## config.mk

```make
export PLATFORM = sky130hd
export DESIGN_NAME = count_pattern_monitor
export DESIGN_NICKNAME = d
export VERILOG_FILES = /design/src/rtl/count_pattern_monitor.sv
export SDC_FILE = /design/constraint.sdc
export NUM_CORES = 1
export LEC_CHECK = 0
export BUFFER_PORTS_ARGS = -buffer_cell sky130_fd_sc_hd__clkbuf_2
export CORE_UTILIZATION = 25
export DETAILED_ROUTE_END_ITERATION = 16
export PLACE_DENSITY_LB_ADDON = 0.05
export SYNTH_ARGS = -nofsm -noshare
export SYNTH_HDL_FRONTEND = slang
export SYNTH_SLANG_ARGS = --single-unit
```

## constraint.sdc

```tcl
create_clock -name clk -period 4.5 [get_ports clk]
set_clock_uncertainty 0.15 [all_clocks]
set_input_delay 1.35 -clock clk [delete_from_list [all_inputs] [get_ports clk]]
set_output_delay 1.35 -clock clk [all_outputs]
set_load 0.02 [all_outputs]
```

## src/rtl/count_pattern_monitor.sv

```systemverilog
// Observer for the reconfigurable counter/shifter LED pattern: classifies each change, locks onto the mode, flags sequence errors and stalls.
// Build option COUNT_PATTERN_MONITOR_SYNC_EN adds a 2-flop synchroniser on count_in (latency 3 instead of 1).
module count_pattern_monitor #(
  parameter int LOCK_N    = 3,
  parameter int TIMEOUT_W = 26,
  parameter int ERR_W     = 8
) (
  input  logic             clk,
  input  logic             rst,
  input  logic             decouple,
  input  logic [3:0]       count_in,
  output logic [2:0]       mode,
  output logic             locked,
  output logic             stall,
  output logic             err_pulse,
  output logic [ERR_W-1:0] err_count
);

  localparam logic [1:0] ST_IDLE   = 2'd0;
  localparam logic [1:0] ST_ACQ    = 2'd1;
  localparam logic [1:0] ST_LOCKED = 2'd2;
  localparam logic [1:0] ST_STALL  = 2'd3;

  localparam logic [3:0]           LOCK_THR = 4'(LOCK_N);
  localparam logic [TIMEOUT_W-1:0] TMO_MAX  = '1;

  logic [3:0] sample;

`ifdef COUNT_PATTERN_MONITOR_SYNC_EN
  logic [3:0] sync_a, sync_b;

  always_ff @(posedge clk) begin
    if (rst) begin
      sync_a <= '0;
      sync_b <= '0;
    end else begin
      sync_a <= count_in;
      sync_b <= sync_a;
    end
  end

  assign sample = sync_b;
`else
  assign sample = count_in;
`endif

  logic [1:0]           state, state_nxt;
  logic [3:0]           prev;
  logic [3:0]           cand, cand_nxt;
  logic [3:0]           acq, acq_nxt;
  logic [TIMEOUT_W-1:0] tmo, tmo_nxt, tmo_adv;
  logic [2:0]           mode_nxt;
  logic                 locked_nxt, stall_nxt, err_pulse_nxt;
  logic [ERR_W-1:0]     err_count_nxt;

  logic       change;
  logic [3:0] mask, hit, acq_inc, seed_acq, acq_cand, acq_run;

  // Mask bits {ROTR, ROTL, DOWN, UP}; several may be set for one transition.
  assign mask[0] = (sample == prev + 4'd1);
  assign mask[1] = (sample == prev - 4'd1);
  assign mask[2] = (sample == {prev[2:0], prev[3]});
  assign mask[3] = (sample == {prev[0], prev[3:1]});

  assign change   = (sample != prev);
  assign hit      = mask & cand;
  assign acq_inc  = (acq == 4'hF) ? acq : acq + 4'd1;
  assign seed_acq = {3'b000, mask != 4'd0};
  assign acq_cand = (hit != 4'd0) ? hit : mask;
  assign acq_run  = (hit != 4'd0) ? acq_inc : seed_acq;
  assign tmo_adv  = change ? '0 : ((tmo == TMO_MAX) ? tmo : tmo + 1'b1);

  function automatic logic [2:0] encode(input logic [3:0] oh);
    case (oh)
      4'b0001: return 3'd1;
      4'b0010: return 3'd2;
      4'b0100: return 3'd3;
      4'b1000: return 3'd4;
      default: return 3'd0;
    endcase
  endfunction

  function automatic logic is_onehot(input logic [3:0] v);
    return (v != 4'd0) && ((v & (v - 4'd1)) == 4'd0);
  endfunction

  always_comb begin
    state_nxt     = state;
    cand_nxt      = cand;
    acq_nxt       = acq;
    tmo_nxt       = '0;
    mode_nxt      = mode;
    locked_nxt    = locked;
    stall_nxt     = stall;
    err_pulse_nxt = 1'b0;
    err_count_nxt = err_count;

    if (decouple) begin
      state_nxt  = ST_IDLE;
      cand_nxt   = 4'hF;
      acq_nxt    = 4'd0;
      mode_nxt   = 3'd0;
      locked_nxt = 1'b0;
      stall_nxt  = 1'b0;
    end else begin
      case (state)
        ST_IDLE: begin
          state_nxt = ST_ACQ;
          cand_nxt  = 4'hF;
          acq_nxt   = 4'd0;
        end
        ST_ACQ: begin
          tmo_nxt = tmo_adv;
          if (change) begin
            cand_nxt = acq_cand;
            acq_nxt  = acq_run;
            if (acq_run >= LOCK_THR && is_onehot(acq_cand)) begin
              state_nxt  = ST_LOCKED;
              locked_nxt = 1'b1;
              mode_nxt   = encode(acq_cand);
            end
          end else if (tmo_adv == TMO_MAX) begin
            state_nxt  = ST_STALL;
            stall_nxt  = 1'b1;
            cand_nxt   = 4'hF;
            acq_nxt    = 4'd0;
          end
        end
        ST_LOCKED: begin
          tmo_nxt = tmo_adv;
          // cand holds exactly the locked mode bit here
          if (change) begin
            if (hit == 4'd0) begin
              state_nxt     = ST_ACQ;
              err_pulse_nxt = 1'b1;
              err_count_nxt = (err_count == '1) ? err_count : err_count + 1'b1;
              locked_nxt    = 1'b0;
              mode_nxt      = 3'd0;
              cand_nxt      = mask;
              acq_nxt       = seed_acq;
            end
          end else if (tmo_adv == TMO_MAX) begin
            state_nxt  = ST_STALL;
            stall_nxt  = 1'b1;
            locked_nxt = 1'b0;
            mode_nxt   = 3'd0;
            cand_nxt   = 4'hF;
            acq_nxt    = 4'd0;
          end
        end
        default: begin
          tmo_nxt = tmo_adv;
          if (change) begin
            state_nxt = ST_ACQ;
            stall_nxt = 1'b0;
            cand_nxt  = mask;
            acq_nxt   = seed_acq;
          end
        end
      endcase
    end
  end

  always_ff @(posedge clk) begin
    if (rst) begin
      state     <= ST_IDLE;
      prev      <= '0;
      cand      <= 4'hF;
      acq       <= '0;
      tmo       <= '0;
      mode      <= '0;
      locked    <= 1'b0;
      stall     <= 1'b0;
      err_pulse <= 1'b0;
      err_count <= '0;
    end else begin
      state     <= state_nxt;
      prev      <= sample;
      cand      <= cand_nxt;
      acq       <= acq_nxt;
      tmo       <= tmo_nxt;
      mode      <= mode_nxt;
      locked    <= locked_nxt;
      stall     <= stall_nxt;
      err_pulse <= err_pulse_nxt;
      err_count <= err_count_nxt;
    end
  end

endmodule

```

; ---- Yosys cells after proc, flatten, opt, wreduce, memory -nomap -nowiden
; Index checks and enable logic that the tools add are counted.
[word_totals]
reg_bits = 54
input_bits = 7
out_inout_bits = 14
word_cells = 108
[classes]
add_sub_neg = 6
order_cmp = 1
eq_ne = 22
n_mux = 42
bitwise_logic = 7
reduce_logical = 20
[ops]
columns = op, n
row1 = $eq A26 B26 Y1 const B, 2
row2 = $mux W26, 2
row3 = $mux W4, 13
row4 = $add A26 B1 Y26 const B, 1
row5 = $pmux W4 S3, 2
row6 = $eq A4 B4 Y1, 4
row7 = $reduce_bool A4 Y1, 4
row8 = $mux W3, 5
row9 = $mux W2, 6
row10 = $pmux W3 S4, 1
row11 = $reduce_and A5 Y1, 2
row12 = $mux W1, 9
row13 = $ne A3 B3 Y1 const B, 3
row14 = $add A4 B1 Y4 const B, 2
row15 = $add A8 B1 Y8 const B, 1
row16 = $and A4 B4 Y4, 2
row17 = $eq A4 B4 Y1 const B, 2
row18 = $eq A8 B8 Y1 const B, 1
row19 = $logic_not A4 Y1, 2
row20 = $sub A4 B1 Y4 const B, 2
row21 = $ne A2 B2 Y1 const B, 3
row22 = $pmux W2 S3, 1
row23 = $pmux W3 S2, 1
row24 = $not A1 Y1, 5
row25 = 18 further kinds, 22

; ---- Logic depth before layout (Yosys ltp)
; Gate-level depths: netlist of the first run.
[depth]
word_depth = 13
ltp_mapped = 13
ltp_nobuf = 11

; ---- Worst setup path before layout of the first run
; No wires, ideal clock.
[synth_timing]
path_type = input to register
startpoint = input count_in[2]
endpoint = register mode[1]
setup_ns = 0.059
arrival_ns = 3.573
required_ns = 4.291
setup_slack_ns = 0.718
cell_stages = 10
n_path_buf = 2
path_cell_list = buf_2 xor3_1 nor3b_1 nand3b_1 and3_1 buf_2 a21o_1 or4_1 nor3_1 a22o_1
[synth_between]
elab_chain_len = 11
elab_cells_between_ends = 34
cone_classes = add/sub: 1 / order compare: 1 / eq/ne: 14 / mux: 8 / bitwise: 2 / reduce/logical: 8
[synth_rtl]
columns = item, line
row1 = from (decl), 11  ; input logic [3:0] count_in,
row2 = $eq A4 B4 Y1 (on tied branches), --
row3 = $and A4 B4 Y4, 66  ; assign hit = mask & cand;
row4 = $reduce_bool A4 Y1, "69, 70"
row5 = $mux W4, 69  ; assign acq_cand = (hit != 4'd0) ? hit : mask;
row6 = $sub A4 B1 Y4, 84  ; return (v != 4'd0) && ((v & (v - 4'd1)) == 4'd0);
row7 = $and A4 B4 Y4, 84
row8 = $logic_not A4 Y1, 84
row9 = $logic_and A1 B1 Y1, 84
row10 = $logic_and A1 B1 Y1, 117  ; if (acq_run >= LOCK_THR && is_onehot(acq_cand)) begin
row11 = $ne A2 B2 Y1 (no line), --
row12 = $reduce_and A5 Y1 (no line), --
row13 = to (signal assigned), 182  ; mode <= mode_nxt;
row14 = to (decl), 12  ; output logic [2:0] mode,
; Parallel ways exist; a longest one is shown, timed or not. The select of a mux whose other input is x is not followed.
; A chain may end at the register's enable or synchronous reset.

; ---- Worst setup path after layout of the first run
; Ends and elaborated chain as after synthesis.

==> results of run 1 <==
-- per-stage QoR --
stage                     total power, mW  util [%]  cell area, um^2  hold slack [ns]
final                                1.09      29.0             3840            0.312
after CTS                            1.11      29.0             3840            0.320
after global placement              0.654      27.8             3680            0.316
after detailed placement            0.650      27.8             3680            0.302
after floorplan                     0.613         -             3390            0.298
after global routing                 1.14      29.0             3840            0.335
-- metal layers --
metal	track usage, %	share of wire, %
met1	17.0	46
met4	5.46	2.2
met5	0	0
met3	2.75	3.8
met2	23.0	48
-- worst max-delay path by stage --
stage                start        to  slack (ns)  depth (start not counted)
2_1_floorplan  count_in[2]   mode[1]        0.72                         10
3_3_place_gp   count_in[1]   mode[1]        0.39                          9
3_5_place_dp   count_in[0]   mode[1]        0.39                          9
4_1_cts        count_in[2]   mode[1]        0.70                          9
5_1_grt        count_in[1]  state[1]        0.50                         10
6_report       count_in[2]   mode[1]        0.67                          9
-- layout make-up --
cell class                      instances  area, um^2  area share [%]
Sequential cell                        54        1080            28.1
Clock buffer                            7         133            3.45
Clock inverter                          1        30.0           0.782
Timing Repair Buffer                   28         160            4.17
Tap cell                              176         220            5.73
Multi-Input combinational cell        331        2180            56.6
Inverter                               11        41.3            1.07
-- where the power goes --
group          leakage [nW]  switching [mW]  total (mW)  internal, mW
combinational         0.701          0.0855       0.145        0.0593
sequential            0.437          0.0100       0.494         0.484
clock                0.0781           0.183       0.447         0.264
total                  1.22           0.279        1.09         0.807
-- kinds of logic (layout without fill, tap and decap cells) --
logic type,Yosys count,count (layout),share of synthesized area [%]
AOI/OAI and AO/OA,92,92,18.6
DFF,54,54,31.9
and+or+nand+nor,184,184,29.2
adders and majority gates,9,9,3.32
xor gates and xnor gates,41,41,11.5
buffers and inverters,30,47,4.02
muxes,5,5,1.51
-- worst max-delay path, cell delays in order --
cell and delay [ns]:
clkbuf_2 0.16, xor3_1 0.43, nor3b_1 0.26, nand3b_1 0.19
and3_1 0.33, a21o_1 0.26, or4_1 0.52, nor3_1 0.24
a22o_1 0.19
-- sequential cells by signal, summed over array words and instances (netlist names), 2 cells and up --
name / flops
state: 2
prev: 4
tmo: 26
err_count: 8
cand: 4
acq: 4
mode: 3
-- cell usage in the layout (no fill, tap or decap), types with 3 or more instances in the layout --
cell,netlist,routed
a31oi_1,4,4
xor2_1,24,24
buf_4,1,8
nand3_1,18,18
nor2_1,43,43
nand4_1,12,12
mux2i_1,4,4
and4_1,4,4
xnor2_1,15,15
or4_1,4,4
and3_1,4,4
nor4_2,3,3
o21ai_0,19,19
nand2_1,41,41
a21o_1,3,3
clkbuf_16,0,5
a211oi_1,6,6
nor4_1,5,5
o31ai_1,4,4
nor3_1,15,15
o22ai_1,5,5
ha_1,9,9
clkbuf_2,1,20
a22oi_1,4,4
a21oi_1,21,21
a41oi_1,4,4
nor2b_1,6,6
or3_1,6,6
and2_1,4,4
dfxtp_1,54,54
nand3b_1,3,3
or2_2,3,3
inv_1,11,11
==> results.cfg, run 1 <==
[worst_setup_path]
r2r-end = mode[0]
crit_required_ns = 4.60
r2r_setup_slack_ns = 0.84
end_kind = flip-flop
start_kind = input port
cp.arrival_ns = 3.93
critical_path_class = in2reg
path_max_fanout = 8
r2r_start = tmo[7]
ff2ff_path_depth = 9

[drt]
vias = 3068
firstDrtPassIters = 4
drtAntennaViolNets = 0
route.detailed.drc = 0
routedWlPerCell_um = 14.9
routed_via_density = 5.05
drt-total-wl_um = 9060
drtIter0Drc = 252

[place]
place_ws_ns = 0.386
gp_congestion = 0.783
hpwl_um = 6760
placed_cells = 600
io_buffer_count = 20

[synthesis]
synth.top_cells.by_count = dfxtp_1, nor2_1, nand2_1, xor2_1, a21oi_1
yosysTopAreaCellShare_pct = 31.9
async_flop_share_pct = 0
yosysTopAreaCell = dfxtp_1
synth_warnings = 0
synth_ff_type = dfxtp_1
synth_edf_count = 0
synth-seq-cells = 54
syn_area_per_cell_um2 = 8.18
synth_area_um2 = 3390
syn-instance-count = 415
synthTopCellsByArea = dfxtp_1, xor2_1, nor2_1
synth_nets = 431
ys_types = 65
ys_seq_area_share_pct = 31.9
yosysMostFrequentCell = dfxtp_1

[clock_tree]
cts_setup_buffers = 0
clock-root-buffer = clkbuf_16
cts_buffers = 5
ctsResizeCount = 0
htreeDepth = 2
tritoncts = built
cts.clk_slew.worst_paths_ns = 0.07
ctsHoldBuffers = 0
clock_sinks = 54
cts_buffer_depth = 2
clock_latency_ns = 0.30

[floorplanning]
core_area_um2 = 13200
fp.dieH_um = 119
die_area_um2 = 14000
initial_utilization_pct = 25.6
pin_count = 21
dieWidth_um = 119
rows = 42

[timing]
slew_viol_final = 0
relSlewSlack_pct = 38.7
hold_viol_final = 0
setup_slack_ns = 0.669
tightest_slew_ns = 0.911
setup_viol = 0
fmax_ghz = 0.261
fin_setup_tns_ns = 0
fin_crit_sh_pct = 85.1
rsz0062_at_grt = false
min_period_ns = 3.83

[min_path]
min_from = mode[2]
min_to = mode[2]
hp-class = reg2reg
worstHoldPathCells = 1

[cells_and_area]
fillers = 1485
fin_cells = 608
area_growth_pct = 13.2
drive_gt1_share_pct = 12.3
fin_nets = 447
antenna_cells = 0

[run_status]
run_status = completed

[global_routing]
grt_pass1_wl_um = 15200
grt_max_degree = 18
grt_pass1_vias = 2927
overflow = 0
grt_use_total_pct = 13.6
antenna_found_initial = 0

[pwr]
ir_worst_vdd_mv = 0.138
pwr_density_cell_nw_per_um2 = 283
leakagePower_nw = 1.22

[run]
drv_cap = 0
Note: power is estimated with default switching activity, not from simulation.
==> run 2, diff against run 1 <==
--- a/config.mk
+++ b/config.mk
@@ -7,6 +7,7 @@
 export LEC_CHECK = 0
 export BUFFER_PORTS_ARGS = -buffer_cell sky130_fd_sc_hd__clkbuf_2
 export CORE_UTILIZATION = 25
+export CTS_BUF_LIST = sky130_fd_sc_hd__clkbuf_4 sky130_fd_sc_hd__clkbuf_8
 export DETAILED_ROUTE_END_ITERATION = 16
 export PLACE_DENSITY_LB_ADDON = 0.05
 export SYNTH_ARGS = -nofsm -noshare
==> results.cfg, run 2 (synthesized netlist as in run 1, its figures left out) <==
[run_status]
run_status = completed

[pwr]
clkPwrFrac_pct = 35.7
pwr_density_cell_nw_per_um2 = 262
internal_power_mw = 0.723
p_switching_mw = 0.272
seq_power_share_pct = 49.7
ir_worst_vdd_mv = 0.110
p_sw_share_pct = 27.3
power_mw = 0.994
leakagePower_nw = 1.20
combinationalPowerShare_pct = 14.6

[run]
drv_cap = 0

[worst_setup_path]
crit_required_ns = 4.64
ff2ff_path_depth = 9
cp.arrival_ns = 3.93
r2r-end = mode[0]
r2r_start = tmo[7]
critPathSlowestCell = or4_1
max_stage_delay_ns = 0.52
critical_path_class = in2reg
crit_family = simple AND/OR/NAND/NOR gates
path_max_fanout = 8
end_kind = flip-flop
cp_cell_sequence = clkbuf_2 > xor3_1 > nor3b_1 > nand3b_1 > and3_1 > a21o_1 > or4_1 > nor3_1 > a22o_1
start_kind = input port
path_buf_inv = 1
r2r_setup_slack_ns = 0.84

[global_routing]
antenna_found_initial = 0
overflow = 0
grt_pass1_wl_um = 15200
grt_pass1_vias = 2922
grt_use_total_pct = 13.7
grt_max_degree = 18

[timing]
tightest_slew_ns = 0.895
whs_ns = 0.319
fin_setup_tns_ns = 0
rsz0062_at_grt = false
setup_viol = 0
min_period_ns = 3.80
fmax_ghz = 0.263
slew_viol_final = 0
fin_crit_sh_pct = 84.4
relSlewSlack_pct = 39.8
hold_viol_final = 0

[cells_and_area]
final_area_um2 = 3790
drive_gt1_share_pct = 12.7
fin_nets = 447
antenna_cells = 0
mostFrequentLayoutCell = dfxtp_1
area_growth_pct = 11.8
fillers = 1491
final_cell_mix = dfxtp_1, nor2_1, nand2_1
reg_top3 = tmo (26), err_count (8)
largest_register_ff_count = 26
regMostFlops = tmo

[floorplanning]
die_area_um2 = 14000
rows = 42
pin_count = 21
core_area_um2 = 13200
fp.dieH_um = 119
initial_utilization_pct = 25.6
dieWidth_um = 119

[min_path]
min_to = mode[2]
min_from = mode[2]
worstHoldPathCells = 1
hp-class = reg2reg

[clock_tree]
tritoncts = built
ctsHoldBuffers = 0
cts_buffer_depth = 2
cts_setup_buffers = 0
cts.clk_slew.worst_paths_ns = 0.10
cts_buffers = 5
ctsResizeCount = 0
clock_sinks = 54
clock_latency_ns = 0.34
clock-root-buffer = clkbuf_8
htreeDepth = 2

[drt]
routed_via_density = 5.05
firstDrtPassIters = 4
routedWlPerCell_um = 14.9
route.detailed.drc = 0
drtIter0Drc = 216
vias = 3069
drtAntennaViolNets = 0
drt-total-wl_um = 9060

[place]
io_buffer_count = 20
hpwl_um = 6760
placed_cell_area_um2 = 3680
gp_congestion = 0.783
[run 2: cell counts in the layout (fill, tap and decap cells not counted)]
Identical to the previous run, type by type.
[run 2: power by group through the flow]
stage	Sequential (mW)	Clock (mW)	Combinational (mW)
2_1_floorplan	0.500	0	0.113
3_3_place_gp	0.506	0	0.148
3_5_place_dp	0.505	0	0.145
4_1_cts	0.494	0.378	0.146
5_1_grt	0.496	0.391	0.162
6_report	0.494	0.355	0.145
[run 2: worst max path at each step]
stage,start,to,slack [ns],depth (start not counted)
final,count_in[2],mode[1],0.70,9
after global routing,count_in[1],state[1],0.54,10
after CTS,count_in[2],mode[1],0.74,9
after detailed placement,count_in[0],mode[1],0.39,9
after global placement,count_in[1],mode[1],0.39,9
after floorplan,count_in[2],mode[1],0.72,10
[run 2: routing by layer]
| layer | wire [um] | vias up | global-route usage [%] |
|---|---|---|---|
| li1 | - | 1542 | - |
| met1 | 4110 | 1450 | 17.0 |
| met2 | 4380 | 65 | 23.2 |
| met3 | 376 | 12 | 2.61 |
| met4 | 201 | 0 | 5.93 |
| met5 | 0 | - | 0 |
[run 2: worst register-to-register path: stages (launching register included)]
cell and delay [ns]:
dfxtp_1 0.53, nand3_4 0.19, or4_1 0.78, nor3_4 0.46, o311ai_0 0.26, a22oi_1 0.26, nand4_2 0.25, a211oi_2 0.32
nor3_1 0.12, a22o_1 0.24
[run 2: stage by stage]
| step | worst slack [ns] | util (%) | std cells |
|---|---|---|---|
| after global placement | 0.395 | 27.8 | 600 |
| after floorplan | 0.718 | - | 415 |
| final | 0.703 | 28.6 | 608 |
| after detailed placement | 0.386 | 27.8 | 600 |
| after global routing | 0.543 | 28.6 | 608 |
| after CTS | 0.741 | 28.6 | 608 |
[run 2: final cells by class]
class | count | area (um^2) | area share, %
multi-input combinational | 331 | 2180 | 57.4
timing repair buffer | 28 | 160 | 4.22
inverter | 11 | 41.3 | 1.09
clock buffer | 7 | 83.8 | 2.21
tap | 176 | 220 | 5.81
clock inverter | 1 | 30.0 | 0.792
sequential | 54 | 1080 | 28.5
==> run 3, diff against run 2 <==
--- a/config.mk
+++ b/config.mk
@@ -5,6 +5,7 @@
 export SDC_FILE = /design/constraint.sdc
 export NUM_CORES = 1
 export LEC_CHECK = 0
+export ABC_AREA = 1
 export BUFFER_PORTS_ARGS = -buffer_cell sky130_fd_sc_hd__clkbuf_2
 export CORE_UTILIZATION = 25
 export CTS_BUF_LIST = sky130_fd_sc_hd__clkbuf_4 sky130_fd_sc_hd__clkbuf_8
==> constraint.sdc (replaced) <==
create_clock -name clk -period 3.12 [get_ports clk]
set_clock_uncertainty 0.15 [all_clocks]
set_input_delay 0.936 -clock clk [delete_from_list [all_inputs] [get_ports clk]]
set_output_delay 0.936 -clock clk [all_outputs]
set_load 0.02 [all_outputs]
==> results.cfg, run 3 <==
[cells_and_area]
mostFrequentLayoutCell = nand2_1
largest_register_ff_count = 26
antenna_cells = 0
fillers = 1694
fin_nets = 739
drive_gt1_share_pct = 16.2
area_growth_pct = 21.6
regMostFlops = tmo
fin_cells = 908
reg_top3 = tmo (26), err_count (8)
final_area_um2 = 4670
final_cell_mix = nand2_1, nor2_1, inv_1

[synthesis]
synth_warnings = 0
synthTopCellsByArea = dfxtp_1, nand2_1, nor2_1
synth_edf_count = 0
syn-instance-count = 649
synth_ff_type = dfxtp_1
syn_area_per_cell_um2 = 5.91
ys_seq_area_share_pct = 28.2
synth.top_cells.by_count = nand2_1, nor2_1, inv_1, dfxtp_1, nand3_1
yosysMostFrequentCell = nand2_1
ys_types = 38
synth_area_um2 = 3840
yosysTopAreaCell = dfxtp_1
async_flop_share_pct = 0
yosysTopAreaCellShare_pct = 28.2
synth-seq-cells = 54
synth_nets = 665

[place]
hpwl_um = 9620
gp_congestion = 0.851
placed_cells = 900
placed_cell_area_um2 = 4530
place_ws_ns = -0.129
io_buffer_count = 20

[floorplanning]
core_area_um2 = 14800
pin_count = 21
dieWidth_um = 126
rows = 44
fp.dieH_um = 126
die_area_um2 = 15800
initial_utilization_pct = 26.0

[timing]
setup_viol = 0
tightest_slew_ns = 0.694
rsz0062_at_grt = false
whs_ns = 0.327
setup_slack_ns = 0.238
hold_viol_final = 0
fin_crit_sh_pct = 92.4
fin_setup_tns_ns = 0
slew_viol_final = 0
relSlewSlack_pct = 53.7
min_period_ns = 2.88
fmax_ghz = 0.347

[worst_setup_path]
end_kind = flip-flop
critical_path_class = in2reg
crit_required_ns = 3.20
start_kind = input port
critPathSlowestCell = inv_1
cp_cell_sequence = clkbuf_2 > inv_1 > nand2_1 > a21oi_2 > nand2_4 > inv_4 > nand3_1 > nor2_1 > nand3_1 > nor2_2 > nand3_2 > nand2_2 > nand3_2 > nand2_1 > a21oi_1
path_buf_inv = 3
path_max_fanout = 18
cp.arrival_ns = 2.97
crit_family = simple AND/OR/NAND/NOR gates
max_stage_delay_ns = 0.18

[global_routing]
grt_max_degree = 22
grt_pass1_vias = 4003
antenna_found_initial = 0
overflow = 0
grt_use_total_pct = 16.0
grt_pass1_wl_um = 20100

[drt]
firstDrtPassIters = 4
routedWlPerCell_um = 13.2
route.detailed.drc = 0
drtIter0Drc = 261
drtAntennaViolNets = 0
vias = 4099
routed_via_density = 4.51
drt-total-wl_um = 12000

[clock_tree]
clock_sinks = 54
clock_latency_ns = 0.34
cts_buffers = 5
ctsHoldBuffers = 0
cts_buffer_depth = 2
clock-root-buffer = clkbuf_8
htreeDepth = 2
tritoncts = built
cts.clk_slew.worst_paths_ns = 0.11

[pwr]
leakagePower_nw = 2.15
pwr_density_cell_nw_per_um2 = 320
ir_worst_vdd_mv = 0.163

[min_path]
hp-class = reg2reg

[run_status]
run_status = completed

[run]
drv_cap = 0
[run 3: cell types whose count changed in the layout (fill, tap and decap cells not counted), moves of 5 or more]
cell / previous run / this run
a21oi_1: 21 / 30
nand2_1: 41 / 223
xnor2_1: 15 / 4
xor2_1: 24 / 7
nand2_2: 0 / 6
nand3_1: 18 / 39
buf_4: 8 / 57
nor2_1: 43 / 110
inv_2: 0 / 7
nor2b_1: 6 / 0
or3_1: 6 / 0
o22ai_1: 5 / 0
nor3_1: 15 / 9
inv_1: 11 / 67
[run 3: per-layer routing]
metal	track usage, %	vias up	part of all wire (%)
met5	0	-	0
met3	2.46	10	2.2
li1	-	2190	-
met1	20.7	1863	48
met4	4.11	0	1.4
met2	27.6	36	48
[run 3: cells by family (layout without fill, tap and decap cells)]
family,Yosys count,after routing,synth area share (%)
simple gates,424,424,47.8
buf+inv,85,160,9.00
compound gates,65,65,9.36
flops,54,54,28.2
xor+xnor,11,11,2.51
fa+ha+maj,9,9,2.93
mux,1,1,0.261
[run 3: power by group]
part	switching, mW	internal (mW)
combinational	0.152	0.0942
clock	0.270	0.265
sequential	0.0109	0.699
[run 3: stage by stage]
step | utilization [%] | power [mW]
floorplan | - | 0.877
detailed placement | 30.7 | 0.973
CTS | 31.6 | 1.52
global placement | 30.7 | 0.974
global route | 31.6 | 1.58
finish | 31.6 | 1.49
[run 3: final timing paths]
kind	startpoint	end	slack, ns	depth (start not counted)
worst min register to register	locked	locked	0.33	2
worst min-delay path	locked	locked	0.33	2
worst max-delay path	count_in[2]	mode[1]	0.24	15
worst max register to register	tmo[0]	mode[1]	0.33	16
[run 3: worst min-delay path, stage by stage, from the launching register on]
cell and delay (ns):
dfxtp_1 0.33, nand2_1 0.06, a21oi_1 0.05
[run 3: timing repair]
action	4_1_cts	5_1_grt
resized for setup	0	2
buffers inserted	0	0
endpoints found under the setup margin	0	2
[run 3: layout make-up]
cell class              instances  area, um^2  share of cell area, %
multi-input cells             510        2420                   51.9
clock inverters                 2        38.8                  0.831
clock buffers                   6        82.6                   1.77
repair buffers                 77         528                   11.3
flip-flops and latches         54        1080                   23.2
inverters                      75         284                   6.09
well taps                     184         230                   4.93
